**src/rtl/uart_tx_arbiter_if.sv**
```systemverilog
// Shared-transmitter bus: per-requester byte streams on one side, the UART
// transmitter handshake and grant status on the other.
interface uart_tx_arbiter_if #(
    parameter int NUM_REQ = 4
);
    localparam int ID_W = $clog2(NUM_REQ);

    logic [NUM_REQ-1:0]   req_valid;
    logic [8*NUM_REQ-1:0] req_data;
    logic [NUM_REQ-1:0]   req_last;
    logic [NUM_REQ-1:0]   req_ready;
    logic                 cts;
    logic                 tx_busy;
    logic                 tx_start;
    logic [7:0]           tx_data;
    logic                 grant_active;
    logic [ID_W-1:0]      grant_id;
    logic                 ack_err;

    // Requesters plus transmitter side
    modport master (
        output req_valid, req_data, req_last, cts, tx_busy,
        input  req_ready, tx_start, tx_data, grant_active, grant_id, ack_err
    );

    // Arbiter side
    modport slave (
        input  req_valid, req_data, req_last, cts, tx_busy,
        output req_ready, tx_start, tx_data, grant_active, grant_id, ack_err
    );
endinterface

```
**src/rtl/uart_tx_arbiter.sv**
```systemverilog
// Round-robin arbiter sharing one UART transmitter among NUM_REQ byte
// requesters, with per-grant burst limit and transmitter acknowledge timeout.
//
// state     | meaning
// ----------+------------------------------------------------------------
// IDLE      | no owner; grant the round-robin winner once tx_busy is low
// SEND      | owner holds grant; start a byte when valid, cts and !tx_busy
// WAIT_ACK  | byte loaded; waiting for tx_busy to rise (timed)
// WAIT_DONE | byte serialising; on tx_busy fall continue or release
module uart_tx_arbiter #(
    parameter int NUM_REQ     = 4,
    parameter int MAX_BURST   = 8,
    parameter int ACK_TIMEOUT = 4
) (
    input logic          clk,
    input logic          rst_n,
    uart_tx_arbiter_if.slave bus
);
    localparam int ID_W  = $clog2(NUM_REQ);
    localparam int TMR_W = $clog2(ACK_TIMEOUT + 1);

    typedef enum logic [1:0] {IDLE, SEND, WAIT_ACK, WAIT_DONE} state_t;

    state_t           state_q, state_d;
    logic             grant_active_q, grant_active_d;
    logic [ID_W-1:0]  grant_id_q, grant_id_d;
    logic [ID_W-1:0]  last_owner_q, last_owner_d;
    logic [7:0]       burst_cnt_q, burst_cnt_d;
    logic             last_q, last_d;
    logic [TMR_W-1:0] tmr_q, tmr_d;
    logic             ack_err_q, ack_err_d;
    logic [7:0]       tx_data_q, tx_data_d;

    logic             win_found;
    logic [ID_W-1:0]  win_id;
    logic [ID_W-1:0]  cand;
    logic             own_valid;
    logic             own_last;
    logic [7:0]       own_data;
    logic             accept;

    // Round-robin search from last_owner+1; scanning backwards lets the
    // nearest valid requester overwrite farther ones.
    always_comb begin
        win_found = 1'b0;
        win_id    = '0;
        cand      = '0;
        for (int i = NUM_REQ; i >= 1; i--) begin
            cand = ID_W'((int'(last_owner_q) + i) % NUM_REQ);
            if (bus.req_valid[cand]) begin
                win_found = 1'b1;
                win_id    = cand;
            end
        end
    end

    assign own_valid = bus.req_valid[grant_id_q];
    assign own_last  = bus.req_last[grant_id_q];
    assign own_data  = bus.req_data[{grant_id_q, 3'b000} +: 8];
    assign accept    = (state_q == SEND) && own_valid && bus.cts && !bus.tx_busy;

    // tx_start/req_ready complete the valid/ready handshake in the accept
    // cycle itself, so they decode the registered state with live inputs;
    // tx_data shows the accepted byte then holds it from tx_data_q.
    assign bus.tx_start     = accept;
    assign bus.req_ready    = accept ? (NUM_REQ'(1) << grant_id_q) : '0;
    assign bus.tx_data      = accept ? own_data : tx_data_q;
    assign bus.grant_active = grant_active_q;
    assign bus.grant_id     = grant_id_q;
    assign bus.ack_err      = ack_err_q;

    // Next-state and datapath update for the grant FSM
    always_comb begin
        state_d        = state_q;
        grant_active_d = grant_active_q;
        grant_id_d     = grant_id_q;
        last_owner_d   = last_owner_q;
        burst_cnt_d    = burst_cnt_q;
        last_d         = last_q;
        tmr_d          = tmr_q;
        ack_err_d      = ack_err_q;
        tx_data_d      = tx_data_q;
        case (state_q)
            IDLE: begin
                if (!bus.tx_busy && win_found) begin
                    grant_id_d     = win_id;
                    grant_active_d = 1'b1;
                    burst_cnt_d    = '0;
                    state_d        = SEND;
                end
            end
            SEND: begin
                if (!own_valid) begin
                    state_d        = IDLE;
                    grant_active_d = 1'b0;
                    last_owner_d   = grant_id_q;
                end else if (bus.cts && !bus.tx_busy) begin
                    tx_data_d   = own_data;
                    burst_cnt_d = (burst_cnt_q == 8'hFF) ? burst_cnt_q : burst_cnt_q + 8'd1;
                    last_d      = own_last;
                    tmr_d       = TMR_W'(ACK_TIMEOUT - 1);
                    state_d     = WAIT_ACK;
                end
            end
            WAIT_ACK: begin
                if (bus.tx_busy) begin
                    state_d = WAIT_DONE;
                end else if (tmr_q == '0) begin
                    ack_err_d      = 1'b1;
                    state_d        = IDLE;
                    grant_active_d = 1'b0;
                    last_owner_d   = grant_id_q;
                end else begin
                    tmr_d = tmr_q - 1'b1;
                end
            end
            WAIT_DONE: begin
                if (!bus.tx_busy) begin
                    if (last_q || (burst_cnt_q >= 8'(MAX_BURST))) begin
                        state_d        = IDLE;
                        grant_active_d = 1'b0;
                        last_owner_d   = grant_id_q;
                    end else begin
                        state_d = SEND;
                    end
                end
            end
            default: state_d = IDLE;
        endcase
    end

    // State registers; last_owner resets to the top index so requester 0 wins first
    always_ff @(posedge clk or negedge rst_n) begin
        if (!rst_n) begin
            state_q        <= IDLE;
            grant_active_q <= 1'b0;
            grant_id_q     <= '0;
            last_owner_q   <= ID_W'(NUM_REQ - 1);
            burst_cnt_q    <= '0;
            last_q         <= 1'b0;
            tmr_q          <= '0;
            ack_err_q      <= 1'b0;
            tx_data_q      <= 8'h00;
        end else begin
            state_q        <= state_d;
            grant_active_q <= grant_active_d;
            grant_id_q     <= grant_id_d;
            last_owner_q   <= last_owner_d;
            burst_cnt_q    <= burst_cnt_d;
            last_q         <= last_d;
            tmr_q          <= tmr_d;
            ack_err_q      <= ack_err_d;
            tx_data_q      <= tx_data_d;
        end
    end
endmodule

```
**src/flat_wrapper.sv**
```systemverilog
// flat-port wrapper written by rule: the top's interface ports become plain ports
module uart_tx_arbiter_flat 
#(
    parameter int NUM_REQ     = 4,
    parameter int MAX_BURST   = 8,
    parameter int ACK_TIMEOUT = 4
)
  (clk, rst_n, bus_req_valid, bus_req_data, bus_req_last, bus_cts, bus_tx_busy, bus_req_ready, bus_tx_start, bus_tx_data, bus_grant_active, bus_grant_id, bus_ack_err);
  uart_tx_arbiter_if #(.NUM_REQ(NUM_REQ)) bus_i ();
  input logic clk;
  input logic rst_n;
  input wire logic [$bits(bus_i.req_valid)-1:0] bus_req_valid;
  input wire logic [$bits(bus_i.req_data)-1:0] bus_req_data;
  input wire logic [$bits(bus_i.req_last)-1:0] bus_req_last;
  input wire logic [$bits(bus_i.cts)-1:0] bus_cts;
  input wire logic [$bits(bus_i.tx_busy)-1:0] bus_tx_busy;
  output wire logic [$bits(bus_i.req_ready)-1:0] bus_req_ready;
  output wire logic [$bits(bus_i.tx_start)-1:0] bus_tx_start;
  output wire logic [$bits(bus_i.tx_data)-1:0] bus_tx_data;
  output wire logic [$bits(bus_i.grant_active)-1:0] bus_grant_active;
  output wire logic [$bits(bus_i.grant_id)-1:0] bus_grant_id;
  output wire logic [$bits(bus_i.ack_err)-1:0] bus_ack_err;
  assign bus_i.req_valid = bus_req_valid;
  assign bus_i.req_data = bus_req_data;
  assign bus_i.req_last = bus_req_last;
  assign bus_i.cts = bus_cts;
  assign bus_i.tx_busy = bus_tx_busy;
  assign bus_req_ready = bus_i.req_ready;
  assign bus_tx_start = bus_i.tx_start;
  assign bus_tx_data = bus_i.tx_data;
  assign bus_grant_active = bus_i.grant_active;
  assign bus_grant_id = bus_i.grant_id;
  assign bus_ack_err = bus_i.ack_err;
  uart_tx_arbiter #(.NUM_REQ(NUM_REQ), .MAX_BURST(MAX_BURST), .ACK_TIMEOUT(ACK_TIMEOUT)) u_core (.clk(clk), .rst_n(rst_n), .bus(bus_i));
endmodule
```
**config.mk**
```make
export PLATFORM = sky130hd
export DESIGN_NAME = uart_tx_arbiter_flat
export DESIGN_NICKNAME = d
export VERILOG_FILES = /design/src/rtl/uart_tx_arbiter_if.sv /design/src/rtl/uart_tx_arbiter.sv /design/src/flat_wrapper.sv
export SDC_FILE = /design/constraint.sdc
export NUM_CORES = 1
export LEC_CHECK = 0
export ABC_AREA = 1
export CAP_MARGIN = 20
export CORE_UTILIZATION = 43
export CTS_CLUSTER_SIZE = 10
export DETAILED_ROUTE_END_ITERATION = 16
export GPL_TIMING_DRIVEN = 0
export PLACE_DENSITY = 0.8
export SYNTH_ARGS = -nofsm -noshare
export SYNTH_HDL_FRONTEND = slang
export SYNTH_SLANG_ARGS = --single-unit
```
**constraint.sdc**
```tcl
create_clock -name clk -period 1.4 [get_ports clk]
set_input_delay 0.28 -clock clk [delete_from_list [all_inputs] [get_ports clk]]
set_output_delay 0.28 -clock clk [all_outputs]
set_load 0.005 [all_outputs]
```
==> results.ini <==
[detailed_routing]
drt_iter0_markers=179
dr.pass1.iters=4
via_per_inst=5.35
drc=0
routed_wirelength_um=6440
drt-wirelength-per-cell_um=14.3
via_count=2412
drtAntennaViolNets=0

[timing]
worstMarginPinSlew_ns=0.635
slew-limit-headroom_pct=57.6
layout_setup_ws_ns=-0.628
rsz0062_at_grt=yes
hold_viol=0
timing.hold.ws_ns=0.383
final_max_slew_viol_count=0
finalClockSkew_ns=0.00346
fin_crit_ns=2.03
final-setup-viol-count=38
fmax_ghz=0.493
timing.final.crit_share_pct=145

[pwr]
p_clk_share_pct=11.0
finalPower_mw=5.96
p_sw_share_pct=47.7
power_leakage_nw=1.70
seq_power_share_pct=22.2
ir_drop_uv=1000
switchingPower_mw=2.84
combPwrFrac_pct=66.8
internal-power_mw=3.11
power.density_nw_per_um2=1800

[synthesis]
synth_top_cell_area_share_pct=31.2
synth_nets=359
synth_cell_types=32
yosys_warnings=0
ys_top_cells_by_area=dfrtp_1, nand2_1, nand3_1
synthCells=311
ys_seq_area_share_pct=33.7
synth_area_leader_cell=dfrtp_1
ys_ff_latch=28
avgSynthCellArea_um2=6.71
netlist_area_um2=2090

[worst_setup_path]
required_ns=1.12
crit_slowest_cell=dfrtp_1
crit_fanout=6
arrival_ns=1.75
path_common_cell=nand2_2
crit_buf_inv=5
r2r_slack_ns=-0.27
critPathLaunchType=flop
path_class=flop to output pin
cpPeakStageDelay_ns=0.41
crit_family=buffers and inverters
cp-end-kind=output pin
path_cells=buf_6, nor2_8, nand2_2, nand2_2, inv_2, nand3_4, nand2_8, inv_8, buf_12, nand2_4, nand2_1, buf_2

[global_route]
grt_max_degree=18
track_usage_pct=25.1
grt-ovfl-total=0
antenna_found_initial=0
grt_pass1_vias=2307
grt_pass1_wl_um=10200

[clock_tree]
cts_root_buffer=clkbuf_8
numClockSinks=28
clk_latency_ns=0.28
clkTransAtPathRegs_ns=0.10
clk_path_buf_depth=2
htreeDepth=1
hold_buffers=0
cts-buffers-inserted=3
cts_tree=built

[floorplanning]
die_area_um2=5140
core_um2=4500
fp.dieH_um=71.7
die_x_um=71.7
start_util_pct=46.4
num_io_pins=61
rows=24

[cells_and_area]
final_core_util_pct=73.4
areaGrowthSynthToFinish_pct=58.2
final_area_um2=3300
final_nets=448
drive_above_1_share_pct=31.1
n_antenna_cell=0

[placement]
dp_worst_setup_slack_ns=-1.07
portBuffers=60
place_area_um2=2830
place.gp.congestion=0.834
hpwl_um=4280

[run]
cap_violations=0

[min_path]
hold_class=primary input to asynchronous set/reset pin

[run_status]
violations=negative setup slack
status=complete, but fails checks

sequential cells by signal, indices dropped and copies added, names as in the netlist:
signal and count:
u_core.tx_data_q 8, u_core.burst_cnt_q 8, u_core.last_q 1, u_core.last_owner_q 2, u_core.bus.ack_err 1, u_core.bus.grant_active 1, u_core.state_q 2, u_core.bus.grant_id 2
u_core.tmr_q 3
layout make-up:
| cell class | instances | area (µm²) |
|---|---|---|
| repair buffers | 84 | 792 |
| flip-flops and latches | 28 | 706 |
| inverters | 31 | 126 |
| well taps | 52 | 65.1 |
| fillers | 346 | 1200 |
| clock inverters | 1 | 30.0 |
| plain buffers | 11 | 105 |
| clock buffers | 3 | 41.3 |
| multi-input cells | 241 | 1440 |
power by group through the flow:
stage          Combinational (mW)  Sequential, mW  Clock [mW]
6_report                     3.98            1.32       0.657
5_1_grt                      4.33            1.35       0.689
4_1_cts                      3.36            1.29       0.652
3_5_place_dp                 3.10            1.30           0
3_3_place_gp                 3.02            1.28           0
2_1_floorplan                2.12            1.26           0
path summary, 6_finish.rpt:
kind | startpoint | end | depth (start not counted)
worst max-delay path | u_core.bus.grant_id[1]$_DFFE_PN0P_ | bus_tx_data[6] | 12
worst min-delay path | rst_n | u_core.bus.ack_err$_DFFE_PN0P_ | 1
worst max register to register | u_core.bus.grant_id[1]$_DFFE_PN0P_ | u_core.burst_cnt_q[6]$_DFFE_PN0P_ | 13
worst min register to register | u_core.tmr_q[0]$_DFFE_PN0P_ | u_core.tmr_q[0]$_DFFE_PN0P_ | 1
max in group asynchronous | rst_n | u_core.last_owner_q[0]$_DFFE_PN1P_ | 2
min in group clk | u_core.tmr_q[0]$_DFFE_PN0P_ | u_core.tmr_q[0]$_DFFE_PN0P_ | 1
layout by cell type (no fill, tap or decap), types with 6 or more instances in the layout:
cell type	instances
buf_2	14
nand3_2	6
buf_6	7
buf_4	18
nand3_1	45
nor2_1	14
nand2_4	10
dfrtp_1	24
clkdlybuf4s50_1	43
nand2_2	20
inv_2	6
nand4_1	12
a21oi_1	6
inv_1	23
nand2_1	89
cell usage after synthesis (all sizes together):
cell type	n
ha	4
a21oi	7
a31o	1
dfstp	2
nand3	55
buf	7
nand3b	1
nand2	119
clkbuf	5
inv	31
mux2i	1
nor3	5
xnor2	1
o21bai	1
nand4	12
a22oi	1
dfrtp	26
nor2	19
o21ai	13
kinds of logic (layout without fill, tap and decap cells):
logic type / Yosys count / after routing / synth area share, %
compound gates: 23 / 23 / 6.65
xor+xnor: 1 / 1 / 0.419
fa+ha+maj: 4 / 4 / 2.40
buf+inv: 43 / 130 / 9.11
flops: 28 / 28 / 33.7
mux: 1 / 1 / 0.479
simple gates: 211 / 212 / 47.3
worst register-to-register path: stages, from the launching register on:
cell,delay [ns]
dfrtp_1,0.41
buf_6,0.15
nor2_8,0.11
nand2_2,0.05
nand2_2,0.07
inv_2,0.06
nand3_4,0.08
buf_4,0.12
buf_6,0.12
o21ai_4,0.08
nand2_4,0.09
nand2_4,0.09
nand2_1,0.08
nand2_1,0.06
what timing repair did:
action	4_1_cts	5_1_grt
setup endpoints to repair	43	40
buffers inserted	12	9
cloned	3	0
gates resized for setup	95	45
pin swaps	4	10
stage by stage:
step                TNS (ns)  cells
global placement      -32.44    423
CTS                    -8.83    442
floorplan              -1.83    311
detailed placement    -21.69    424
global route          -13.64    451
finish                -10.96    451
per-layer routing:
metal | wire [µm] | track usage [%] | vias to the layer above
met4 | 81 | 7.19 | 0
met5 | 0 | 0 | -
met2 | 3310 | 44.8 | 82
met3 | 410 | 5.06 | 8
li1 | - | - | 1194
met1 | 2640 | 30.6 | 1128
No activity file was read; power rests on OpenSTA's default activity.
